--- config.mk ---
export PLATFORM = sky130hd
export DESIGN_NAME = timer_pwm_capture
export DESIGN_NICKNAME = d
export VERILOG_FILES = /design/src/rtl/timer_pwm_capture.sv
export SDC_FILE = /design/constraint.sdc
export NUM_CORES = 1
export LEC_CHECK = 0
export CORE_UTILIZATION = 57
export CTS_CLUSTER_DIAMETER = 30
export CTS_CLUSTER_SIZE = 14
export DETAILED_ROUTE_END_ITERATION = 16
export PLACE_DENSITY = 0.81
export SYNTH_ARGS = -nofsm -noshare
export SYNTH_HDL_FRONTEND = slang
export SYNTH_SLANG_ARGS = --single-unit
--- constraint.sdc ---
create_clock -name clk -period 5.84 [get_ports clk]
set_input_delay 1.752 -clock clk [delete_from_list [all_inputs] [get_ports clk]]
set_output_delay 1.752 -clock clk [all_outputs]
set_load 0.01 [all_outputs]
--- src/rtl/timer_pwm_capture.sv ---
// timer_pwm_capture: measures period and active time of an external PWM signal.
// Ports:
//   clk, rst        - clock and synchronous active-high reset
//   i_enable        - 0 forces IDLE and clears the measurement counter/divider
//   i_pin, i_pol    - asynchronous PWM input and its active level
//   i_continuous    - 1 re-arms after each result, 0 captures a single result
//   i_prescaler     - tick divider (0 and 1 both mean a tick every clk)
//   i_ack           - pulse clearing o_valid / o_overrun
//   o_period        - ticks from one active edge to the next (both ends inclusive)
//   o_active        - ticks spent at the active level within that period
//   o_valid, o_overrun, o_timeout - sticky status flags
//   o_state         - FSM state (IDLE=0, ARM=1, ACTIVE=2, INACTIVE=3)
module timer_pwm_capture #(
  parameter int unsigned WIDTH = 16
) (
  input  logic             clk,
  input  logic             rst,
  input  logic             i_enable,
  input  logic             i_pin,
  input  logic             i_pol,
  input  logic             i_continuous,
  input  logic [31:0]      i_prescaler,
  input  logic             i_ack,
  output logic [WIDTH-1:0] o_period,
  output logic [WIDTH-1:0] o_active,
  output logic             o_valid,
  output logic             o_overrun,
  output logic             o_timeout,
  output logic [1:0]       o_state
);

  typedef enum logic [1:0] {
    IDLE     = 2'd0,
    ARM      = 2'd1,
    ACTIVE   = 2'd2,
    INACTIVE = 2'd3
  } state_t;

  state_t           r_state;
  state_t           w_state_nxt;
  logic             r_s1, r_s2, r_s3;
  logic [31:0]      r_div;
  logic [WIDTH-1:0] r_cnt, r_act_len;

  logic             w_tick, w_act_edge, w_inact_edge, w_sat, w_write;
  logic [WIDTH-1:0] w_cnt_inc, w_cnt_restart;
  logic [WIDTH-1:0] w_cnt_nxt, w_act_len_nxt, w_period_nxt, w_active_nxt;
  logic             w_valid_nxt, w_overrun_nxt, w_timeout_nxt;

  // Two-flop synchroniser plus one history flop for edge detection
  always_ff @(posedge clk) begin
    if (rst) begin
      r_s1 <= 1'b0;
      r_s2 <= 1'b0;
      r_s3 <= 1'b0;
    end else begin
      r_s1 <= i_pin;
      r_s2 <= r_s1;
      r_s3 <= r_s2;
    end
  end

  assign w_act_edge   = (r_s2 == i_pol) && (r_s3 != i_pol);
  assign w_inact_edge = (r_s2 != i_pol) && (r_s3 == i_pol);

  // Free-running tick divider; tick on terminal count
  assign w_tick = (i_prescaler <= 32'd1) || (r_div == (i_prescaler - 32'd1));

  always_ff @(posedge clk) begin
    if (rst || !i_enable) begin
      r_div <= 32'd0;
    end else if (w_tick) begin
      r_div <= 32'd0;
    end else begin
      r_div <= r_div + 32'd1;
    end
  end

  assign w_cnt_inc     = r_cnt + WIDTH'(w_tick);
  assign w_cnt_restart = WIDTH'(w_tick);
  // Saturation only matters while a measurement is running
  assign w_sat   = ((r_state == ACTIVE) || (r_state == INACTIVE)) && (r_cnt == '1) && w_tick;
  assign w_write = i_enable && (r_state == INACTIVE) && w_act_edge && !w_sat;

  // State register
  always_ff @(posedge clk) begin
    if (rst) begin
      r_state <= IDLE;
    end else begin
      r_state <= w_state_nxt;
    end
  end

  // Next-state logic
  always_comb begin
    w_state_nxt = r_state;
    if (!i_enable) begin
      w_state_nxt = IDLE;
    end else begin
      case (r_state)
        IDLE:     if (!o_valid || i_continuous) w_state_nxt = ARM;
        ARM:      if (w_act_edge) w_state_nxt = ACTIVE;
        ACTIVE: begin
          if (w_sat)             w_state_nxt = ARM;
          else if (w_inact_edge) w_state_nxt = INACTIVE;
        end
        INACTIVE: begin
          if (w_sat)           w_state_nxt = ARM;
          else if (w_act_edge) w_state_nxt = i_continuous ? ACTIVE : IDLE;
        end
        default:  w_state_nxt = IDLE;
      endcase
    end
  end

  // Datapath and flag next values
  always_comb begin
    w_cnt_nxt     = r_cnt;
    w_act_len_nxt = r_act_len;
    w_period_nxt  = o_period;
    w_active_nxt  = o_active;
    w_valid_nxt   = o_valid;
    w_overrun_nxt = o_overrun;
    w_timeout_nxt = o_timeout;

    if (!i_enable) begin
      w_cnt_nxt     = '0;
      w_act_len_nxt = '0;
    end else begin
      case (r_state)
        IDLE: begin
          w_cnt_nxt = '0;
          if (w_state_nxt == ARM) w_timeout_nxt = 1'b0;
        end
        ARM: begin
          if (w_act_edge) w_cnt_nxt = w_cnt_restart;
        end
        ACTIVE: begin
          if (w_sat) begin
            w_timeout_nxt = 1'b1;
            w_cnt_nxt     = '0;
          end else begin
            w_cnt_nxt = w_cnt_inc;
            if (w_inact_edge) w_act_len_nxt = w_cnt_inc;
          end
        end
        INACTIVE: begin
          if (w_sat) begin
            w_timeout_nxt = 1'b1;
            w_cnt_nxt     = '0;
          end else if (w_act_edge) begin
            w_period_nxt = w_cnt_inc;
            w_active_nxt = r_act_len;
            w_cnt_nxt    = w_cnt_restart;
          end else begin
            w_cnt_nxt = w_cnt_inc;
          end
        end
        default: w_cnt_nxt = '0;
      endcase
    end

    // A result landing together with i_ack stays valid; the ack consumes the old one
    if (w_write) begin
      w_valid_nxt = 1'b1;
      if (i_ack)        w_overrun_nxt = 1'b0;
      else if (o_valid) w_overrun_nxt = 1'b1;
    end else if (i_ack) begin
      w_valid_nxt   = 1'b0;
      w_overrun_nxt = 1'b0;
    end
  end

  // Datapath and output registers
  always_ff @(posedge clk) begin
    if (rst) begin
      r_cnt     <= '0;
      r_act_len <= '0;
      o_period  <= '0;
      o_active  <= '0;
      o_valid   <= 1'b0;
      o_overrun <= 1'b0;
      o_timeout <= 1'b0;
    end else begin
      r_cnt     <= w_cnt_nxt;
      r_act_len <= w_act_len_nxt;
      o_period  <= w_period_nxt;
      o_active  <= w_active_nxt;
      o_valid   <= w_valid_nxt;
      o_overrun <= w_overrun_nxt;
      o_timeout <= w_timeout_nxt;
    end
  end

  assign o_state = r_state;

endmodule

* Yosys cells after proc, flatten, opt, wreduce, memory -nomap -nowiden
Index checks and enable logic that the tools add are counted.
** Operators by class
- Add/subtract/negate cells :: 3
- Magnitude comparators :: 1
- Bitwise logic cells :: 2
- Shifts and indexed selects :: 0
- Div/mod/pow operators :: 0
- Mux-type cells :: 22
- Eq/ne operators :: 13
- Reductions and logical operators :: 25
- Multipliers :: 0
** Operators with widths (count)
- 16-bit 2-to-1 mux :: 4
- 16-bit case mux with 4 select lines :: 1
- 32-bit by 1-bit adder with 32-bit output (second input constant) :: 1
- 32-bit equality test :: 1
- 32-bit by 1-bit less-or-equal comparator with 1-bit output (second input constant) :: 1
- 32-bit by 1-bit subtractor with 32-bit output (second input constant) :: 1
- 16-bit by 1-bit adder with 16-bit output :: 1
- 16-bit equality test (second input constant) :: 1
- 2-bit 2-to-1 mux :: 8
- 2-bit case mux with 4 select lines :: 1
- 4-bit AND reduction :: 2
- 1-bit logical AND :: 7
- 1-bit 2-to-1 mux :: 7
- 2-bit nonzero test :: 3
- 2-bit OR reduction :: 3
- 2-bit by 1-bit equality test with 1-bit output (second input constant) :: 2
- 2-bit equality test (second input constant) :: 2
- 1-bit logical OR :: 4
- 2-bit inequality test (second input constant) :: 2
- 1-bit logical NOT :: 3
- 3-bit AND reduction :: 1
- 1-bit equality test :: 2
- 2-bit logical NOT :: 1
- 1-bit inequality test :: 2
- other kinds (4) :: 5
** Storage, ports and cells
- Memories kept :: 0
- Latch bits :: 0
- Word-level logic and storage cells :: 78
- Input bits :: 39
- Memory bits (read-only) :: 0
- Memory bits (writable) :: 0
- Output and inout bits :: 37
- Register bits after elaboration :: 104

* Depth between registers and ports, before layout
- Word-level depth :: 10
- Depth in mapped cells :: 21
- Gate-level depth less buffers :: 18

* Worst setup path after synthesis
No wires, ideal clock.
- Kind :: input to register
- Start :: in i_prescaler[0]
- End :: reg r_cnt[12]
- Arrival :: 5.300 ns
- Cell stages on the path :: 19
- Data required time :: 5.723 ns
- Path buffers :: 2
- Path slack :: 0.422 ns
- Library setup time :: 0.117 ns
- Cell sequence :: buf_2 inv_1 ha_1 or4b_4 nor3_4 nand4b_1 xnor2_1 or3b_1 nor3_1 nand3_1 o21ai_0 ha_1 ha_1 clkbuf_1 nand2_1 nor2_1 nand3_1 xnor2_1 a32o_1
** Between the ends
- Cells in the longest elaborated chain, start to end :: 7
** Ends and longest elaborated chain
- start: declaration :: line 22 : input logic [31:0] i_prescaler,
- 32-bit by 1-bit subtractor with 32-bit output :: line 67 : assign w_tick = (i_prescaler <= 32'd1) || (r_div == (i_prescaler - 32'd1));
- 32-bit equality test :: line 67
- 1-bit logical OR (*) :: line 67
- 16-bit by 1-bit adder with 16-bit output :: line 79 : assign w_cnt_inc = r_cnt + WIDTH'(w_tick);
- 16-bit 2-to-1 mux :: line 151 : end else if (w_act_edge) begin
- 16-bit 2-to-1 mux :: line 148 : if (w_sat) begin
- 16-bit case mux with 4 select lines (*) :: line 130 : case (r_state)
- end signal: assignment :: line 185 : r_cnt <= w_cnt_nxt;
- end: declaration :: line 43 : logic [WIDTH-1:0] r_cnt, r_act_len;
Every way passes the cells marked *; elsewhere a longest branch is shown, timed or not.
A chain may end at the register's enable or synchronous reset.

* Final worst setup path
- Start :: in i_prescaler[0]
- End :: reg r_act_len[12]
** Between the ends
- Cells in the longest elaborated chain, start to end :: 6
** Ends and longest elaborated chain
- 32-bit by 1-bit subtractor with 32-bit output :: line 67
- 32-bit equality test :: line 67
- 1-bit logical OR (*) :: line 67
- branches (longest 3 deep; another with 16-bit by 1-bit adder with 16-bit output)
- end signal: assignment :: line 186 : r_act_len <= w_act_len_nxt;
- end: declaration :: line 43
Every way passes the cells marked *.

==> reports/qor.log <==
INFO  status         outcome=completed
INFO  sta            timing.max_slew.rel_slack=0.5471
INFO  synthesis      synthArstFlopShare=0
INFO  floorplan      dieWidth=106.8um
INFO  power_and_ir_drop power.leakage=2.552nW
INFO  place          place.detailed.instances=941
INFO  cts            cts_num_sinks=104
INFO  power_and_ir_drop power.ir.vdd_worst=105.5uV
INFO  sta            clock-skew-final=0.01562ns
INFO  cts            h-tree-depth=3
INFO  synthesis      yosys.cell_count.top_type=sky130_fd_sc_hd__dfxtp_1
INFO  sta            worst_pin_slew=0.6784ns
INFO  power_and_ir_drop pwr_density_cell=182.9mW/mm2
INFO  synthesis      ys.flop_type=sky130_fd_sc_hd__dfxtp_1
INFO  cells_and_area layout-drive-gt1-share=0.09246
INFO  synthesis      synth_seq_cells=104
INFO  place          routabilityCongestion=0.9112
INFO  sta            rsz0062_at_grt=no
INFO  global_routing grt_max_degree=73
INFO  synthesis      netlist_instances=741
INFO  synthesis      synth_compound_area_frac=0.1014
INFO  global_routing grt_remaining_overflow=0
INFO  cells_and_area layout-area-overhead-vs-synth=19.53%
INFO  synthesis      synth_xor_area_frac=0.1134
INFO  synthesis      muxShareOfSynthArea=0.08037
INFO  worst_setup_path critPathRequiredTime=6.14ns
INFO  worst_setup_path setup.worst_path.end_class=flop
INFO  worst_setup_path worst_ep_arrival_time=5.78ns
INFO  synthesis      synth-seq-area-share=0.3327
INFO  detailed_routing drc=0
INFO  floorplan      placeableCoreArea=0.01046mm2
INFO  cts            cts_buffer_depth=2
INFO  cells_and_area insertedDiodeCount=0
INFO  synthesis      portion_of_synthesized_cell_area_occupied_by_the_leading_cell_type=0.3327
INFO  synthesis      ys_top_cells_by_count=sky130_fd_sc_hd__dfxtp_1, sky130_fd_sc_hd__nor2_1, sky130_fd_sc_hd__nand2_1
INFO  sta            total_count_of_max_transition_violations_in_the_final_report=0
INFO  detailed_routing drt_first_pass_iters=5
INFO  sta            setup_viol=0
INFO  detailed_routing dr_total_vias=5694
INFO  power_and_ir_drop p_int=1.042mW
INFO  cts            hold_buffers=0
INFO  power_and_ir_drop pwr-share-clk=0.381
INFO  worst_setup_path timing.reg2reg.setup_slack=2.42ns
INFO  sta            finalCriticalPeriod=5.478ns
INFO  synthesis      synth_top_cell_by_area=sky130_fd_sc_hd__dfxtp_1
INFO  sta            finalHoldViolations=0
INFO  global_routing first_pass_grt_wire_length=26.11mm
INFO  sta            fmaxAchievable=182.6MHz
INFO  worst_setup_path setup.worst_path.start_class=input pin
INFO  detailed_routing drt_wl_total=15.60mm
INFO  detailed_routing post_drt_wl_per_cell=16.28um
INFO  power_and_ir_drop sw_frac_of_total=0.2381
INFO  cts            cts.reportedPaths.clkPinSlew=0.10ns
INFO  hold_path      worstHoldPathType=reg2reg
INFO  floorplan      fp.dieH=106.8um
INFO  power_and_ir_drop seq_power_share=0.522
INFO  cts            cts.root.buffer_cell=sky130_fd_sc_hd__clkbuf_8
INFO  worst_setup_path setup.worst_path.class=in2reg
INFO  floorplan      die-area=0.01140mm2
INFO  detailed_routing detailedRoute.firstIterationViolations=318
INFO  synthesis      yosys_warnings=0
INFO  detailed_routing route.detailed.vias_per_inst=5.944
INFO  synthesis      synth_top_family_by_area=simple AND/OR/NAND/NOR gates
INFO  synthesis      postSynthNetCount=785
INFO  floorplan      floorplan.initialDensity=0.5982
INFO  floorplan      boundary_pin_count=76
INFO  global_routing antenna_found_initial=0
INFO  floorplan      num_rows=37
INFO  synthesis      post_synth_edffs=0
INFO  cells_and_area final_net_count=861
INFO  detailed_routing postRouteAntennaNets=0
INFO  power_and_ir_drop combPwrFrac=0.097
INFO  flow_run       max-cap-violations=0
INFO  worst_setup_path biggest_fanout_along_the_worst_timing_path=7
INFO  synthesis      postSynthAreaPerCell=8.446um2
INFO  place          place_hpwl=11.91mm
INFO  synthesis      synthAdderAreaFrac=0.009996
INFO  place          place.port_buffers=75
INFO  cells_and_area final_core_util=0.7150
INFO  cts            cts_made_buffers=9
INFO  synthesis      synth_cell_types=75
INFO  synthesis      synth.cell_area=0.006259mm2
INFO  synthesis      post_synth_and_or_nand_nor_area_fraction=0.3147
INFO  cts            worstSkewPairLatency=0.37ns
INFO  power_and_ir_drop p_sw=0.3258mW
INFO  global_routing track_usage=0.2871
INFO  cts            tritoncts=built
INFO  global_routing grt_pass1_vias=5465
INFO  sta            min_period_over_period=0.9380
INFO  cells_and_area instances_no_fill=958
INFO  synthesis      synth.area.top_cells=sky130_fd_sc_hd__dfxtp_1, sky130_fd_sc_hd__mux2i_1, sky130_fd_sc_hd__nand2b_1
stage by stage:
stage | hold WS, ns | TNS, ns | cell area, um2 | setup slack, ns | power (mW)
final | 0.4549 | 0 | 7481 | 0.3621 | 1.368
after global routing | 0.4731 | 0 | 7481 | 0.02668 | 1.415
after CTS | 0.4627 | 0 | 7461 | 0.3463 | 1.375
after detailed placement | 0.4311 | -0.05170 | 7223 | -0.03687 | 0.8605
after global placement | 0.4271 | 0 | 7223 | 0.1038 | 0.8583
after floorplan | 0.4138 | 0 | 6259 | 0.4224 | 0.7989
cell usage in the layout, fill, tap and decap left out, types with 5 or more instances in the layout:
cell                              Yosys  final
sky130_fd_sc_hd__a21oi_1             11     11
sky130_fd_sc_hd__a32o_1               9      9
sky130_fd_sc_hd__and3_1              16     16
sky130_fd_sc_hd__buf_4                1     33
sky130_fd_sc_hd__clkbuf_8             1     11
sky130_fd_sc_hd__clkdlybuf4s50_1      0     75
sky130_fd_sc_hd__dfxtp_1            104    104
sky130_fd_sc_hd__ha_1                 5      5
sky130_fd_sc_hd__inv_1               13     13
sky130_fd_sc_hd__mux2i_1             48     48
sky130_fd_sc_hd__nand2_1             69     69
sky130_fd_sc_hd__nand2b_1            66     66
sky130_fd_sc_hd__nand3_1             33     33
sky130_fd_sc_hd__nand4_1             17     17
sky130_fd_sc_hd__nand4b_1             5      5
sky130_fd_sc_hd__nor2_1              72     72
sky130_fd_sc_hd__nor2b_1              8      7
sky130_fd_sc_hd__nor3_1              17     17
sky130_fd_sc_hd__nor4_1              13     11
sky130_fd_sc_hd__o211ai_1             5      5
sky130_fd_sc_hd__o21ai_0             16     15
sky130_fd_sc_hd__or3_1                5      5
sky130_fd_sc_hd__or4_1                6      6
sky130_fd_sc_hd__xnor2_1             43     43
sky130_fd_sc_hd__xor2_1              38     38
sequential cells by signal, indices dropped and copies added, names as in the netlist:
signal and count:
o_timeout 1, o_state 2, r_act_len 16, o_overrun 1, r_s2 1, r_s1 1, o_valid 1, r_div 32
o_period 16, r_s3 1, r_cnt 16, o_active 16
routing by layer:
| layer | vias to the layer above | global-route usage | wire (um) |
|---|---|---|---|
| li1 | 2753 | - | - |
| met1 | 2728 | 0.3432 | 6523 |
| met2 | 185 | 0.5226 | 7933 |
| met3 | 28 | 0.03708 | 781 |
| met4 | 0 | 0.1037 | 357 |
| met5 | - | 0 | 0 |
path summary, 6_finish.rpt:
kind                                      startpoint                          to  depth (start not counted)
worst max register to register  r_div[21]$_SDFF_PP0_  r_act_len[12]$_SDFFE_PP0P_                         15
worst min register to register       r_s1$_SDFF_PP0_             r_s2$_SDFF_PP0_                          1
worst max-delay path                  i_prescaler[0]  r_act_len[12]$_SDFFE_PP0P_                         18
worst min-delay path                 r_s1$_SDFF_PP0_             r_s2$_SDFF_PP0_                          1
cell families (layout without fill, tap and decap cells):
kind of cell,Yosys count,after routing
xor gates and xnor gates,81,81
buffers and inverters,58,139
DFF,104,104
and+or+nand+nor,359,359
AOI/OAI and AO/OA,84,84
adders and majority gates,5,5
muxes,50,50
power groups by stage:
stage          Sequential [mW]  Clock [mW]  Combinational, mW
2_1_floorplan            0.729           0             0.0702
3_3_place_gp             0.730           0              0.128
3_5_place_dp             0.730           0              0.131
4_1_cts                  0.714       0.530              0.131
5_1_grt                  0.714       0.557              0.144
6_report                 0.714       0.522              0.133
worst max-delay path, stage by stage:
cell	delay, ns
sky130_fd_sc_hd__clkdlybuf4s50_1	0.42
sky130_fd_sc_hd__buf_4	0.17
sky130_fd_sc_hd__nor4_2	0.36
sky130_fd_sc_hd__nand2_1	0.14
sky130_fd_sc_hd__or4_4	0.54
sky130_fd_sc_hd__o31ai_2	0.21
sky130_fd_sc_hd__or3b_1	0.38
sky130_fd_sc_hd__nor3_1	0.14
sky130_fd_sc_hd__nand3_1	0.09
sky130_fd_sc_hd__o21ai_0	0.22
sky130_fd_sc_hd__ha_1	0.23
sky130_fd_sc_hd__ha_1	0.20
sky130_fd_sc_hd__nand2_1	0.08
sky130_fd_sc_hd__nor2_1	0.21
sky130_fd_sc_hd__nand3_1	0.13
sky130_fd_sc_hd__xnor2_1	0.26
sky130_fd_sc_hd__nand2_1	0.08
sky130_fd_sc_hd__mux2i_1	0.15
area by class of cell:
class,instances,area [um2]
timing repair buffer,110,1039
fill,879,2982
inverter,13,48.80
tap,136,170.2
multi-input combinational,579,3904
clock buffer,11,151.4
clock inverter,5,86.33
sequential,104,2082
what timing repair did:
action	4_1_cts	5_1_grt
endpoints found under the hold margin	0	0
endpoints found under the setup margin	0	21
buffers inserted	0	1
resized for setup	0	2
No activity file was read; power rests on OpenSTA's default activity.
